[src/rtl/mult_pkg.sv]
// rtl/mult_pkg.sv - shared types and sizing helpers for the sequential multiplier
// No ports: provides the FSM state encoding and the iteration-counter width helper.
package mult_pkg;

  typedef enum logic [1:0] {
    S_IDLE,
    S_CALC,
    S_DONE
  } state_e;

  localparam int DEFAULT_DATA_WIDTH = 32;

  // The counter must be able to hold DATA_WIDTH itself, not just DATA_WIDTH-1.
  function automatic int cnt_width(input int data_width);
    return $clog2(data_width) + 1;
  endfunction

endpackage

[src/rtl/seq_multiplier_if.sv]
// rtl/seq_multiplier_if.sv - start/busy/done multiply request bundle
// Ports (via modports):
//   master drives A, B, sign, start, flush; observes busy, done, C
//   slave  observes A, B, sign, start, flush; drives busy, done, C
interface seq_multiplier_if #(
  parameter int DATA_WIDTH = 32
);

  logic [DATA_WIDTH-1:0]   A;
  logic [DATA_WIDTH-1:0]   B;
  logic                    sign;
  logic                    start;
  logic                    flush;
  logic                    busy;
  logic                    done;
  logic [2*DATA_WIDTH-1:0] C;

  modport master (
    output A, B, sign, start, flush,
    input  busy, done, C
  );

  modport slave (
    input  A, B, sign, start, flush,
    output busy, done, C
  );

endinterface

[src/rtl/mult_sign_fix.sv]
// rtl/mult_sign_fix.sv - conditional two's-complement negate
// Ports:
//   value_i  in  WIDTH  operand
//   negate_i in  1      1 = output the two's-complement negation of value_i
//   value_o  out WIDTH  value_i or -value_i (modulo 2^WIDTH)
// Used for operand magnitude extraction (negate when signed and MSB set) and for
// applying the result sign to the accumulated product.
module mult_sign_fix #(
  parameter int WIDTH = 32
) (
  input  logic [WIDTH-1:0] value_i,
  input  logic             negate_i,
  output logic [WIDTH-1:0] value_o
);

  // Magnitude of the most negative value wraps to itself, which read as unsigned
  // is exactly 2^(WIDTH-1) - the correct magnitude.
  assign value_o = negate_i ? (~value_i + WIDTH'(1)) : value_i;

endmodule

[src/rtl/seq_multiplier.sv]
// rtl/seq_multiplier.sv - radix-2 shift-add multiplier with start/busy/done handshake
// Ports:
//   clk    in  1  rising-edge clock
//   rst_n  in  1  asynchronous active-low reset
//   bus    slave modport of seq_multiplier_if:
//            A, B (DATA_WIDTH) operands sampled at an accepted start
//            sign  1 = signed operands, 0 = unsigned
//            start request, accepted only in IDLE when flush=0
//            flush abort; beats start and completion
//            busy  high in CALC and DONE
//            done  one-cycle completion pulse
//            C     2*DATA_WIDTH product {HI,LO}, held until the next completion
module seq_multiplier
  import mult_pkg::*;
#(
  parameter int DATA_WIDTH = DEFAULT_DATA_WIDTH
) (
  input  logic            clk,
  input  logic            rst_n,
  seq_multiplier_if.slave bus
);

  localparam int W     = DATA_WIDTH;
  localparam int CNT_W = cnt_width(DATA_WIDTH);
  localparam logic [CNT_W-1:0] LAST_CNT = CNT_W'(DATA_WIDTH);

  state_e           state_q,  state_d;
  logic [CNT_W-1:0] count_q,  count_d;
  logic [2*W-1:0]   acc_q,    acc_d;
  logic [2*W-1:0]   mcand_q,  mcand_d;
  logic [W-1:0]     mplier_q, mplier_d;
  logic             neg_q,    neg_d;
  logic [2*W-1:0]   c_q,      c_d;

  logic [W-1:0]     mag_a;
  logic [W-1:0]     mag_b;
  logic [2*W-1:0]   acc_signed;
  logic             a_neg;
  logic             b_neg;

  assign a_neg = bus.sign & bus.A[W-1];
  assign b_neg = bus.sign & bus.B[W-1];

  mult_sign_fix #(.WIDTH(W)) u_mag_a (
    .value_i  (bus.A),
    .negate_i (a_neg),
    .value_o  (mag_a)
  );

  mult_sign_fix #(.WIDTH(W)) u_mag_b (
    .value_i  (bus.B),
    .negate_i (b_neg),
    .value_o  (mag_b)
  );

  // Negates straight off the accumulator register; the final CALC cycle is spent
  // on this so the wide negate never sits behind the adder in one cycle.
  mult_sign_fix #(.WIDTH(2*W)) u_fix_c (
    .value_i  (acc_q),
    .negate_i (neg_q),
    .value_o  (acc_signed)
  );

  always_comb begin
    state_d  = state_q;
    count_d  = count_q;
    acc_d    = acc_q;
    mcand_d  = mcand_q;
    mplier_d = mplier_q;
    neg_d    = neg_q;
    c_d      = c_q;

    unique case (state_q)
      S_IDLE: begin
        if (bus.start && !bus.flush) begin
          mcand_d  = {{W{1'b0}}, mag_a};
          mplier_d = mag_b;
          neg_d    = bus.sign & (bus.A[W-1] ^ bus.B[W-1]);
          acc_d    = '0;
          count_d  = '0;
          state_d  = S_CALC;
        end
      end

      S_CALC: begin
        if (bus.flush) begin
          state_d = S_IDLE;
        end else if (count_q == LAST_CNT) begin
          // All W partial products are in; publish the signed result.
          c_d     = acc_signed;
          state_d = S_DONE;
        end else begin
          if (mplier_q[0]) begin
            acc_d = acc_q + mcand_q;
          end
          mcand_d  = mcand_q << 1;
          mplier_d = mplier_q >> 1;
          count_d  = count_q + CNT_W'(1);
        end
      end

      S_DONE: begin
        state_d = S_IDLE;
      end

      default: begin
        state_d = S_IDLE;
      end
    endcase
  end

  always_ff @(posedge clk or negedge rst_n) begin
    if (!rst_n) begin
      state_q  <= S_IDLE;
      count_q  <= '0;
      acc_q    <= '0;
      mcand_q  <= '0;
      mplier_q <= '0;
      neg_q    <= 1'b0;
      c_q      <= '0;
    end else begin
      state_q  <= state_d;
      count_q  <= count_d;
      acc_q    <= acc_d;
      mcand_q  <= mcand_d;
      mplier_q <= mplier_d;
      neg_q    <= neg_d;
      c_q      <= c_d;
    end
  end

  assign bus.busy = (state_q != S_IDLE);
  // A flush in the DONE cycle must cancel the pulse in that same cycle.
  assign bus.done = (state_q == S_DONE) && !bus.flush;
  assign bus.C    = c_q;

endmodule

[src/flat_wrapper.sv]
// flat-port wrapper written by rule: the top's interface ports become plain ports
module seq_multiplier_flat import mult_pkg::*;
#(
  parameter int DATA_WIDTH = DEFAULT_DATA_WIDTH
)
  (clk, rst_n, bus_A, bus_B, bus_sign, bus_start, bus_flush, bus_busy, bus_done, bus_C);
  seq_multiplier_if #(.DATA_WIDTH(DATA_WIDTH)) bus_i ();
  input  logic clk;
  input  logic rst_n;
  input wire logic [$bits(bus_i.A)-1:0] bus_A;
  input wire logic [$bits(bus_i.B)-1:0] bus_B;
  input wire logic [$bits(bus_i.sign)-1:0] bus_sign;
  input wire logic [$bits(bus_i.start)-1:0] bus_start;
  input wire logic [$bits(bus_i.flush)-1:0] bus_flush;
  output wire logic [$bits(bus_i.busy)-1:0] bus_busy;
  output wire logic [$bits(bus_i.done)-1:0] bus_done;
  output wire logic [$bits(bus_i.C)-1:0] bus_C;
  assign bus_i.A = bus_A;
  assign bus_i.B = bus_B;
  assign bus_i.sign = bus_sign;
  assign bus_i.start = bus_start;
  assign bus_i.flush = bus_flush;
  assign bus_busy = bus_i.busy;
  assign bus_done = bus_i.done;
  assign bus_C = bus_i.C;
  seq_multiplier #(.DATA_WIDTH(DATA_WIDTH)) u_core (.clk(clk), .rst_n(rst_n), .bus(bus_i));
endmodule
[config.mk]
export PLATFORM = sky130hd
export DESIGN_NAME = seq_multiplier_flat
export DESIGN_NICKNAME = d
export VERILOG_FILES = /design/src/rtl/mult_pkg.sv /design/src/rtl/seq_multiplier_if.sv /design/src/rtl/mult_sign_fix.sv /design/src/rtl/seq_multiplier.sv /design/src/flat_wrapper.sv
export SDC_FILE = /design/constraint.sdc
export NUM_CORES = 1
export LEC_CHECK = 0
export CORE_UTILIZATION = 64
export CTS_CLUSTER_SIZE = 30
export DETAILED_ROUTE_END_ITERATION = 6
export GPL_ROUTABILITY_DRIVEN = 0
export GPL_TIMING_DRIVEN = 0
export PLACE_DENSITY = 0.87
export SYNTH_ARGS = -nofsm -noshare
export SYNTH_HDL_FRONTEND = slang
export SYNTH_SLANG_ARGS = --single-unit
[constraint.sdc]
create_clock -name clk -period 5.15 [get_ports clk]
set_input_delay 1.03 -clock clk [delete_from_list [all_inputs] [get_ports clk]]
set_output_delay 1.03 -clock clk [all_outputs]
set_load 0.02 [all_outputs]
Yosys cells after proc, flatten, opt, wreduce, memory -nomap -nowiden
Cells that the tools add are included.
W data, S select, Z words.
Operators by class
  add/sub/neg operators: 5
  eq/ne operators: 8
  muxes and demuxes: 24
  bitwise gates (word level): 8
  reductions and logical operators: 11
Operators by type and width (number)
  $mux W64: 8
  $pmux W64 S2: 2
  $mux W32: 5
  $add A32 B1 Y32 const B: 2
  $add A64 B1 Y64 const B: 1
  $add A64 B64 Y64: 1
  $not A32 Y32: 2
  $not A64 Y64: 1
  $pmux W32 S2: 1
  $mux W6: 3
  $pmux W6 S2: 1
  $add A6 B1 Y6 const B: 1
  $eq A6 B6 Y1 const B: 1
  $mux W2: 3
  $reduce_and A5 Y1: 1
  $ne A2 B1 Y1 const B: 2
  $ne A2 B2 Y1 const B: 2
  $pmux W2 S2: 1
  $reduce_and A2 Y1: 2
  $reduce_and A4 Y1: 1
  $reduce_bool A2 Y1: 2
  $and A1 B1 Y1: 3
  $ne A3 B2 Y1 const B: 1
  $reduce_and A3 Y1: 1
  other kinds (7): 8
Word-level totals
  register bits after elaboration: 233
  input bits: 69
  output and inout bits: 66
  word-level logic and storage cells: 63

Depth between registers and ports, before layout
Gate-level depths: netlist of the first run.
  depth after elaboration: 5
  gate-level depth with buffers: 12
  gate-level depth less buffers: 12

Hierarchy
A second synthesis of the first run with hierarchy kept.
Unflattened totals
  cells, all modules: 1812
  area, all modules: 15762.6 µm²
By module, submodules not included
  seq_multiplier: times used 1, cells an instance 1417, area an instance 12678.4 µm², seq. area each 5830.6 µm²
  mult_sign_fix (u_core.u_mag_a ...): times used 2, cells an instance 99, area an instance 777.0 µm², seq. area each 0.0 µm²
  mult_sign_fix (u_core.u_fix_c): times used 1, cells an instance 197, area an instance 1530.2 µm², seq. area each 0.0 µm²

Worst setup path before layout of the first run
Ideal clock, no wire load.
  path type: input to register
  start: in bus_B[4]
  end: reg u_core.mplier_q[29]
  setup time: 0.141 ns
  data arrival time: 3.300 ns
  required time: 5.009 ns
  path slack: 1.709 ns
  cell stages on the path: 9
  path buffers: 1
  cells stage by stage: nor4_2 -> nand4_1 -> or4_1 -> or3_1 -> clkbuf_1 -> o31a_1 -> or3_1 -> nand3_1 -> a31oi_1
Between the ends
  longest elaborated chain between the ends: 5
Ends and longest elaborated chain
  start: declaration: line flat_wrapper.sv:11  | input wire logic [$bits(bus_i.B)-1:0] bus_B;
  $not A32 Y32: line mult_sign_fix.sv:18  | assign value_o = negate_i ? (~value_i + WIDTH'(1)) : value_i;
  $add A32 B1 Y32: line mult_sign_fix.sv:18
  $mux W32: line mult_sign_fix.sv:18
  $mux W32: line seq_multiplier.sv:75  | if (bus.start && !bus.flush) begin
  $pmux W32 S2: line seq_multiplier.sv:73  | unique case (state_q)
  end signal: assignment: line seq_multiplier.sv:126  | mplier_q <= mplier_d;
  end: declaration: line seq_multiplier.sv:31  | logic [W-1:0] mplier_q, mplier_d;
No other way between the ends. The select of a mux whose other input is x is not followed.
A chain may end at the register's enable or synchronous reset.

Worst setup path in the final report of the first run
  start: reg u_core.mcand_q[0]
  end: reg u_core.acc_q[62]
Between the ends
  longest elaborated chain between the ends: 5
Ends and longest elaborated chain
  start: declaration: line seq_multiplier.sv:30  | logic [2*W-1:0] mcand_q, mcand_d;
  start signal: assignment: line seq_multiplier.sv:125  | mcand_q <= mcand_d;
  $add A64 B64 Y64: line seq_multiplier.sv:94  | acc_d = acc_q + mcand_q;
  $mux W64: line seq_multiplier.sv:93  | if (mplier_q[0]) begin
  $mux W64: line seq_multiplier.sv:88  | end else if (count_q == LAST_CNT) begin
  $mux W64: line seq_multiplier.sv:86  | if (bus.flush) begin
  $pmux W64 S2: line seq_multiplier.sv:73
  end signal: assignment: line seq_multiplier.sv:116  | acc_q <= '0;
  end signal: assignment: line seq_multiplier.sv:124  | acc_q <= acc_d;
  end: declaration: line seq_multiplier.sv:29  | logic [2*W-1:0] acc_q, acc_d;
No other way between the ends. The select of a mux whose other input is x is not followed.

==> impl_metrics.toml, run 1 <==
[worst_setup_path]
arrival_ns = 4.36
cpLargestDelayFamily = "compound AO/OA/AOI/OAI gates"
rr_startpoint = "u_core.mcand_q[0]$_DFFE_PN0P_"
cp_num_buf_inv = 1
cp-start-kind = "flip-flop"
path_cells = "ha_1 -> inv_1 -> fa_1 -> nor2b_1 -> o211ai_1 -> a31oi_1 -> a311o_1 -> o211ai_1 -> a211o_1 -> a211oi_1 -> o31ai_1 -> a32o_1"
critPathRequiredTime_ns = 5.56
end_kind = "flip-flop"
cp_max_fo = 4
criticalPathCategory = "reg -> reg"
path_common_cell = "o211ai_1"
crit_start = "u_core.mcand_q[0]$_DFFE_PN0P_"
worst_path_max_delay_cell = "dfrtp_1"
cp_slowest_stage_delay_ns = 0.53

[timing]
hold_ws_ns = 0.473
worst_clock_skew_ns = 0.0159
relSlewSlack_pct = 25.0
fin_crit_sh_pct = 76.6
max_freq_mhz = 253
setup-violations-final = 0
hold_viol = 0
timing_worst_slew_pin_value_ns = 1.12
maxSlewViolCount = 0
period_needed_ns = 3.95
rsz0062_at_grt = "no"
setup-tns-final_ns = 0
worst_slack_ns = 1.20

[finish]
seqCellArea_um2 = 5830
nets = 2234
drive_gt1_share_pct = 3.27
nFillCells = 1733
multi_input_area_um2 = 9250
layout_commonest_cell = "nand2_1"
diodes = 0
area_delta_synth_final_pct = 16.5
final_cell_mix = "349 x nand2_1, 233 x dfrtp_1, 196 x o21ai_0"
final_util_pct = 76.9

[floorplan]
boundaryPins = 135
rows = 56
die_area_um2 = 25000
fp.dieH_um = 158
die_w_um = 158
fp.coreArea_um2 = 23700
initial_core_util_pct = 66.0

[clock_tree]
cts_root_buf = "clkbuf_16"
clk-insertion-delay-late_ns = 0.53
cts_tree = "done"
numCtsBuffers = 25
cts_resized = 0
cts.clk_slew.worst_paths_ns = 0.06
h-tree-depth = 1
clockBufferDepth = 3
cts_setup_buffers = 0
clock_sinks = 233
hold_buffers = 0

[logic_synthesis]
syn_nets = 2072
synth.avg_cell_area_um2 = 8.08
yosys_register_bits = 233
seq_area_frac_synth_pct = 37.3
synth_cells = 1934
synth_top_area_share_pct = 37.3
yosys.area.top_type = "dfrtp_1"
synth_top_flop_cell = "dfrtp_1"
synth.distinct_cells = 76
syn-cell-area_um2 = 15600
synth_edf_count = 0
synth_area_leaders = "dfrtp_1 37%, nand2_1 8.4%, o21ai_0 6.3%"
postSynth.asyncResetShare_pct = 100
yosys_warnings = 0

[global_route]
grtUsageMet2_pct = 58.2
grt_overflow = 0
grt_antenna_before_repair = 2
use_met3_pct = 6.23
grt_first_pass_wirelength_um = 71400
grt_usage_pct = 36.2
busiest_layer = "met2"
grt_max_degree = 133
grt_pass1_vias = 14300
use_met1_pct = 48.6

[min_path]
hold_class = "in -> async"

[drt]
wl_per_cell_um = 18.4
drt-initial-drc-count = 1623
vias = 15500
drt_first_pass_iters = 6
antenna_left = 0
viasPerCell = 6.37
wl_um = 44800
drcViolationCount = 0

[pwr]
p_leak_nw = 8.04
ir_drop_mv = 0.257
powerDensity_nw_per_um2 = 296

[placement]
hpwlAfterDp_um = 33700
pre_cts_ws_ns = 0.868
io_buffers = 134

[status]
status = "completed"

[run]
maxCapViolations = 0
-- through the flow --
| stage | power [mW] | std cells | cell area [um2] |
|---|---|---|---|
| after CTS | 5.35 | 2432 | 18200 |
| final | 5.39 | 2432 | 18200 |
| after detailed placement | 3.56 | 2388 | 17400 |
| after global placement | 3.51 | 2387 | 17400 |
| after global routing | 5.62 | 2432 | 18200 |
| after floorplan | 3.11 | 1934 | 15600 |
-- worst paths after layout --
check | endpoint | slack, ns | cells after the start
max | u_core.acc_q[62]$_DFFE_PN0P_ | 1.20 | 12
min | u_core.mcand_q[5]$_DFFE_PN0P_ | 0.47 | 1
max reg2reg | u_core.acc_q[62]$_DFFE_PN0P_ | 1.20 | 12
min reg2reg | u_core.bus.C[31]$_DFFE_PN0P_ | 0.48 | 2
max in group asynchronous | u_core.bus.C[52]$_DFFE_PN0P_ | 3.44 | 2
min in group clk | u_core.bus.C[31]$_DFFE_PN0P_ | 0.48 | 2
-- cell usage after synthesis, drive strengths merged, types with 6 or more instances --
cell type  count
or2           11
a22o           6
nor3          27
a21boi         6
o21bai         9
o211ai        13
o31ai         38
or3           25
nand2        350
o41ai         13
dfrtp        233
o21a          10
o21ai        256
nand2b        11
xnor2         53
a21o          37
nand4         25
nand3         75
a21oi        149
inv           29
and2          10
nor2         114
nor2b          7
xor2         110
clkbuf       108
a31oi         20
ha            68
nor4          15
or4           19
buf            7
and3          10
a211oi         9
-- sequential cells by signal, indices dropped and copies added (netlist names) --
name             count
u_core.neg_q         1
u_core.bus.C        64
u_core.state_q       2
u_core.count_q       6
u_core.mcand_q      64
u_core.mplier_q     32
u_core.acc_q        64
-- final cells by class --
type                    count  share of cell area (%)
inverters                  29                   0.598
multi-input cells        1557                    50.8
plain buffers             115                    2.41
well taps                 319                    2.19
repair buffers            135                    7.54
flip-flops and latches    233                    32.0
clock inverters            10                   0.673
clock buffers              34                    3.79
-- metal layers --
| metal | vias up | part of all wire [%] |
|---|---|---|
| met1 | 7265 | 41 |
| met2 | 861 | 45 |
| met4 | 4 | 3.4 |
| met5 | - | 0.049 |
| li1 | 7232 | - |
| met3 | 119 | 10 |
-- cell families (layout without fill, tap and decap cells) --
| family | Yosys count | after routing | share of synthesized area [%] |
|---|---|---|---|
| AO/OA/AOI/OAI | 609 | 609 | 23.3 |
| XOR/XNOR | 163 | 163 | 9.14 |
| adder cells (fa/ha/maj) | 69 | 69 | 5.57 |
| buffers and inverters | 144 | 323 | 3.51 |
| flip-flops | 233 | 233 | 37.3 |
| multiplexers | 3 | 3 | 0.200 |
| AND/OR/NAND/NOR | 713 | 713 | 20.9 |
-- power breakdown --
group | switching [mW] | internal [mW] | total, mW
Sequential | 0.183 | 1.96 | 2.15
Combinational | 0.908 | 0.541 | 1.45
Clock | 0.752 | 1.04 | 1.79
Total | 1.84 | 3.55 | 5.39
Note: power is estimated with default switching activity, not from simulation.
==> inputs of run 2 (changes only) <==
--- a/config.mk
+++ b/config.mk
@@ -5,12 +5,12 @@
 export SDC_FILE = /design/constraint.sdc
 export NUM_CORES = 1
 export LEC_CHECK = 0
-export CORE_UTILIZATION = 64
+export CORE_UTILIZATION = 54
 export CTS_CLUSTER_SIZE = 30
 export DETAILED_ROUTE_END_ITERATION = 6
 export GPL_ROUTABILITY_DRIVEN = 0
 export GPL_TIMING_DRIVEN = 0
-export PLACE_DENSITY = 0.87
+export PLACE_DENSITY = 0.78
 export SYNTH_ARGS = -nofsm -noshare
 export SYNTH_HDL_FRONTEND = slang
 export SYNTH_SLANG_ARGS = --single-unit
==> constraint.sdc (replaced) <==
create_clock -name clk -period 3.3 [get_ports clk]
set_input_delay 0.66 -clock clk [delete_from_list [all_inputs] [get_ports clk]]
set_output_delay 0.66 -clock clk [all_outputs]
set_load 0.02 [all_outputs]
==> run 2 against run 1 <==
Net effect: worst setup slack worse by 1.2 ns; die area increased by 18%; wire length grew 0.11%; critical path depth is 1 higher; maximum frequency is 20% higher; clock power is 67% higher; combinational power grew 67%; total power rose by 63%; via count decreased by 1.7%; count of clock-buffer cells in the layout down 2; critical endpoint unchanged.
==> impl_metrics.toml, run 2 (synthesized netlist as in run 1, its figures left out) <==
[finish]
area_delta_synth_final_pct = 21.0
diodes = 0
final_cell_mix = "349 x nand2_1, 214 x dfrtp_1, 196 x o21ai_0"
stdcell_count = 2499
finish.instance_area_um2 = 18900
drive_gt1_share_pct = 8.39
nets = 2241
layout_commonest_cell = "nand2_1"

[global_route]
grt_first_pass_wirelength_um = 71300
grt_pass1_vias = 14000
grt_usage_pct = 30.3
grt_overflow = 0
grt_max_degree = 124
grt_antenna_before_repair = 0

[timing]
hold_viol = 0
rsz0062_at_grt = "yes"
period_needed_ns = 3.30
relSlewSlack_pct = 42.8
timing_worst_slew_pin_value_ns = 0.858
fin_crit_sh_pct = 100
worst_clock_skew_ns = 0.0160
setup-violations-final = 0
max_freq_mhz = 303
maxSlewViolCount = 0

[clock_tree]
numCtsBuffers = 25
cts.clk_slew.worst_paths_ns = 0.06
clockBufferDepth = 3
clock_sinks = 233
h-tree-depth = 1
cts_root_buf = "clkbuf_16"
cts_tree = "done"
clk-insertion-delay-late_ns = 0.53
hold_buffers = 0

[worst_setup_path]
end_kind = "flip-flop"
cpLargestDelayFamily = "compound AO/OA/AOI/OAI gates"
path_cells = "ha_4 -> inv_2 -> fa_2 -> nor2b_2 -> o211ai_1 -> a31oi_2 -> a311o_1 -> o211ai_1 -> buf_4 -> a211o_4 -> a211oi_4 -> or4_1 -> a32o_1"
criticalPathCategory = "reg -> reg"
worst_path_max_delay_cell = "or4_1"
critPathRequiredTime_ns = 3.71
cp_max_fo = 4
cp_num_buf_inv = 2
arrival_ns = 3.71
cp-start-kind = "flip-flop"
path_common_cell = "o211ai_1"
cp_slowest_stage_delay_ns = 0.52

[placement]
hpwlAfterDp_um = 34100
place_area_um2 = 17500
dpl.cell_count = 2447
io_buffers = 134

[min_path]
hold_class = "in -> async"

[floorplan]
boundaryPins = 135
die_w_um = 172
fp.coreArea_um2 = 28100
initial_core_util_pct = 55.6
rows = 61
die_area_um2 = 29600
fp.dieH_um = 172

[status]
status = "completed"

[pwr]
p_leak_nw = 8.21
powerDensity_nw_per_um2 = 463
ir_drop_mv = 0.375

[drt]
drt-initial-drc-count = 1572
viasPerCell = 6.09
drt_first_pass_iters = 7
antenna_left = 0
wl_um = 44900
wl_per_cell_um = 18.0
drcViolationCount = 0
vias = 15200

[run]
maxCapViolations = 0
## run 2: cell type report
class	instances	area [um2]
inverter	29	109
multi-input combinational	1557	9660
clock inverter	13	176
buffer	97	372
tap	378	473
clock buffer	32	702
fill	2326	9180
timing repair buffer	160	1560
sequential	233	5850
## run 2: metrics by stage
step	setup TNS, ns	utilization [%]	total power, mW	setup slack [ns]	hold slack, ns
floorplan	0	-	4.86	0.0622	0.364
global placement	-1892.79	62.1	5.50	-8.09	0.461
detailed placement	-18.74	62.2	5.56	-0.605	0.470
CTS	-0.0749	66.1	8.62	-0.0749	0.233
global route	-0.182	67.3	9.16	-0.0719	0.253
finish	0	67.3	8.76	0.000387	0.169
## run 2: power by group
group	total [mW]	switching, mW	internal [mW]
Combinational	2.42	1.45	0.970
Clock	2.99	1.17	1.81
Sequential	3.35	0.281	3.07
## run 2: final timing paths
check,from,slack [ns],to,depth (start not counted)
setup / recovery,u_core.mcand_q[0]$_DFFE_PN0P_,0.0004,u_core.acc_q[62]$_DFFE_PN0P_,13
hold / removal,rst_n,0.17,u_core.mplier_q[26]$_DFFE_PN0P_,1
setup reg to reg,u_core.mcand_q[0]$_DFFE_PN0P_,0.0004,u_core.acc_q[62]$_DFFE_PN0P_,13
hold reg to reg,u_core.bus.C[28]$_DFFE_PN0P_,0.48,u_core.bus.C[28]$_DFFE_PN0P_,2
max in group asynchronous,rst_n,1.97,u_core.acc_q[37]$_DFFE_PN0P_,2
min in group clk,u_core.bus.C[28]$_DFFE_PN0P_,0.48,u_core.bus.C[28]$_DFFE_PN0P_,2
## run 2: routing by layer
layer	global-route usage, %	wire (um)	up-vias
li1	-	-	7251
met3	4.65	4160	115
met5	0	0	-
met4	9.43	1340	0
met2	48.4	20000	687
met1	42.3	19400	7158
## run 2: repair_timing
action,4_1_cts,5_1_grt
gates resized for setup,42,58
pin swaps,8,22
buffers inserted,10,15
gates cloned,0,0
endpoints found under the setup margin,76,119
## run 2: worst register-to-register path: stages, from the launching register on
cell and delay, ns:
dfrtp_2 0.47, ha_4 0.20, inv_2 0.06, fa_2 0.21, nor2b_2 0.05, o211ai_1 0.26, a31oi_2 0.17, a311o_1 0.42
o211ai_1 0.17, buf_4 0.16, a211o_4 0.16, a211oi_4 0.08, or4_1 0.52, a32o_1 0.27
==> inputs of run 3 (changes only) <==
--- a/config.mk
+++ b/config.mk
@@ -11,6 +11,8 @@
 export GPL_ROUTABILITY_DRIVEN = 0
 export GPL_TIMING_DRIVEN = 0
 export PLACE_DENSITY = 0.78
+export RECOVER_POWER = 100
+export SETUP_SLACK_MARGIN = 0.5
 export SYNTH_ARGS = -nofsm -noshare
 export SYNTH_HDL_FRONTEND = slang
 export SYNTH_SLANG_ARGS = --single-unit
==> run 3 against run 2 <==
Net effect: the flow now finishes with violations (design-rule violations, max-capacitance violations, max-slew violations, negative setup slack); critical path depth down 1; wire length up 27%; die area unchanged; register-to-register slack worse by 0.08 ns; count of clock-buffer cells in the layout up 2; sequential power about the same; critical endpoint is now u_core.acc_q[54]$_DFFE_PN0P_; largest cell class unchanged.
==> impl_metrics.toml, run 3 (synthesized netlist as in run 1, its figures left out) <==
[worst_setup_path]
cp_slowest_stage_delay_ns = 0.48
worst_path_max_delay_cell = "dfrtp_1"
path_cells = "ha_1 -> nand2_1 -> nor2_1 -> or3_4 -> o22a_1 -> o211ai_1 -> a211o_1 -> buf_6 -> buf_6 -> and2_1 -> or4_1 -> nand3_1"
cp_max_fo = 5
arrival_ns = 3.85
path_common_cell = "buf_6"
end_kind = "flip-flop"
cp_num_buf_inv = 2
cp-start-kind = "flip-flop"
critPathRequiredTime_ns = 3.77
cpLargestDelayFamily = "simple AND/OR/NAND/NOR gates"
criticalPathCategory = "reg -> reg"

[timing]
hold_viol = 0
worst_slack_ns = -0.0772
max_freq_mhz = 296
relSlewSlack_pct = -11.5
fin_crit_sh_pct = 102
setup-violations-final = 10
maxSlewViolCount = 128
worst_clock_skew_ns = 0.00944
timing_worst_slew_pin_value_ns = 1.67
rsz0062_at_grt = "yes"
period_needed_ns = 3.38

[pwr]
ir_drop_mv = 0.283
total_power_mw = 9.93
powerDensity_nw_per_um2 = 470
power_frac_clock_pct = 31.2
p_switching_mw = 3.45
pwr-share-seq_pct = 33.9
p_int_mw = 6.48
swShare_pct = 34.7
power_frac_comb_pct = 35.0
p_leak_nw = 9.45

[placement]
pre_cts_ws_ns = -0.464
hpwlAfterDp_um = 34200
place_area_um2 = 17700
io_buffers = 134

[floorplan]
boundaryPins = 135
fp.dieH_um = 172
die_w_um = 172
fp.coreArea_um2 = 28100
initial_core_util_pct = 55.6
die_area_um2 = 29600
rows = 61

[finish]
multi_input_area_um2 = 10600
drive_gt1_share_pct = 20.6
seqCellArea_um2 = 5880
nets = 2376
diodes = 0
finish.instance_area_um2 = 21100
layout_commonest_cell = "nand2_1"
final_cell_mix = "344 x nand2_1, 206 x o21ai_0, 197 x dfrtp_1"
nFillCells = 1864
area_delta_synth_final_pct = 35.3

[global_route]
grt_antenna_before_repair = 0
grt_max_degree = 128
grt_first_pass_wirelength_um = 79500
grt_usage_pct = 34.0
grt_overflow = 0
grt_pass1_vias = 15400

[drt]
antenna_left = 0
viasPerCell = 6.56
wl_per_cell_um = 21.7
wl_um = 57200
drt_first_pass_iters = 7
drcViolationCount = 39
drt-initial-drc-count = 2640
vias = 17300

[run]
maxCapViolations = 1

[status]
failed_checks = "design-rule violations, max-capacitance violations, max-slew violations, negative setup slack"
status = "complete, but fails checks"

[clock_tree]
clockBufferDepth = 3
cts_root_buf = "clkbuf_16"
cts.clk_slew.worst_paths_ns = 0.06
numCtsBuffers = 26
clock_sinks = 233
clk-insertion-delay-late_ns = 0.54
h-tree-depth = 1
cts_tree = "done"

[min_path]
hold_class = "in -> async"
==> run 3: power groups by stage <==
stage | Combinational, mW | Clock [mW] | Sequential, mW
after global placement | 2.24 | 0 | 3.38
after floorplan | 1.69 | 0 | 3.28
final | 3.47 | 3.10 | 3.36
after global routing | 3.68 | 3.23 | 3.37
after CTS | 2.86 | 3.12 | 3.32
after detailed placement | 2.30 | 0 | 3.39
==> run 3: stage by stage <==
| step | instances | hold slack (ns) | util, % | setup TNS [ns] |
|---|---|---|---|---|
| 5_1_grt | 2634 | 0.237 | 75.3 | -1.60 |
| 3_3_place_gp | 2446 | 0.460 | 62.9 | -1880.57 |
| 3_5_place_dp | 2447 | 0.470 | 63.0 | -20.40 |
| 4_1_cts | 2586 | 0.216 | 71.7 | 0 |
| 2_1_floorplan | 1934 | 0.364 | - | 0 |
| 6_report | 2634 | 0.130 | 75.3 | -0.351 |
==> run 3: final cells by class <==
cell class	instances	share of cell area [%]
clock inverter	12	0.846
tap	378	2.24
sequential	233	27.8
timing repair buffer	276	12.0
multi-input combinational	1557	50.3
buffer	115	2.85
inverter	29	0.515
clock buffer	34	3.51
==> run 3: worst paths after layout <==
kind | startpoint | to | slack [ns] | depth (start not counted)
hold / removal | rst_n | u_core.mcand_q[3]$_DFFE_PN0P_ | 0.13 | 1
setup / recovery | u_core.acc_q[21]$_DFFE_PN0P_ | u_core.acc_q[54]$_DFFE_PN0P_ | -0.08 | 12
setup reg to reg | u_core.acc_q[21]$_DFFE_PN0P_ | u_core.acc_q[54]$_DFFE_PN0P_ | -0.08 | 12
min in group clk | u_core.bus.C[17]$_DFFE_PN0P_ | u_core.bus.C[17]$_DFFE_PN0P_ | 0.47 | 2
max in group asynchronous | rst_n | u_core.acc_q[39]$_DFFE_PN0P_ | 0.85 | 2
hold reg to reg | u_core.bus.C[17]$_DFFE_PN0P_ | u_core.bus.C[17]$_DFFE_PN0P_ | 0.47 | 2
==> run 3: worst reg2reg max path: stages (launching register included) <==
cell	delay (ns)
dfrtp_1	0.48
ha_1	0.47
nand2_1	0.22
nor2_1	0.29
or3_4	0.20
o22a_1	0.16
o211ai_1	0.19
a211o_1	0.41
buf_6	0.15
buf_6	0.11
and2_1	0.14
or4_1	0.40
nand3_1	0.10
==> run 3: layer usage <==
layer | global-route usage, % | share of wire [%] | vias to the layer above
met5 | 0 | 0 | -
met4 | 15.5 | 7.0 | 0
met3 | 6.43 | 12 | 400
met2 | 53.5 | 44 | 1328
met1 | 45.4 | 38 | 8024
li1 | - | - | 7532
==> run 3: repair_timing <==
action	CTS	global route
endpoints found under the setup margin	148	131
pin swaps	77	109
hold buffers	0	0
setup buffers	93	48
gates resized for setup	208	218
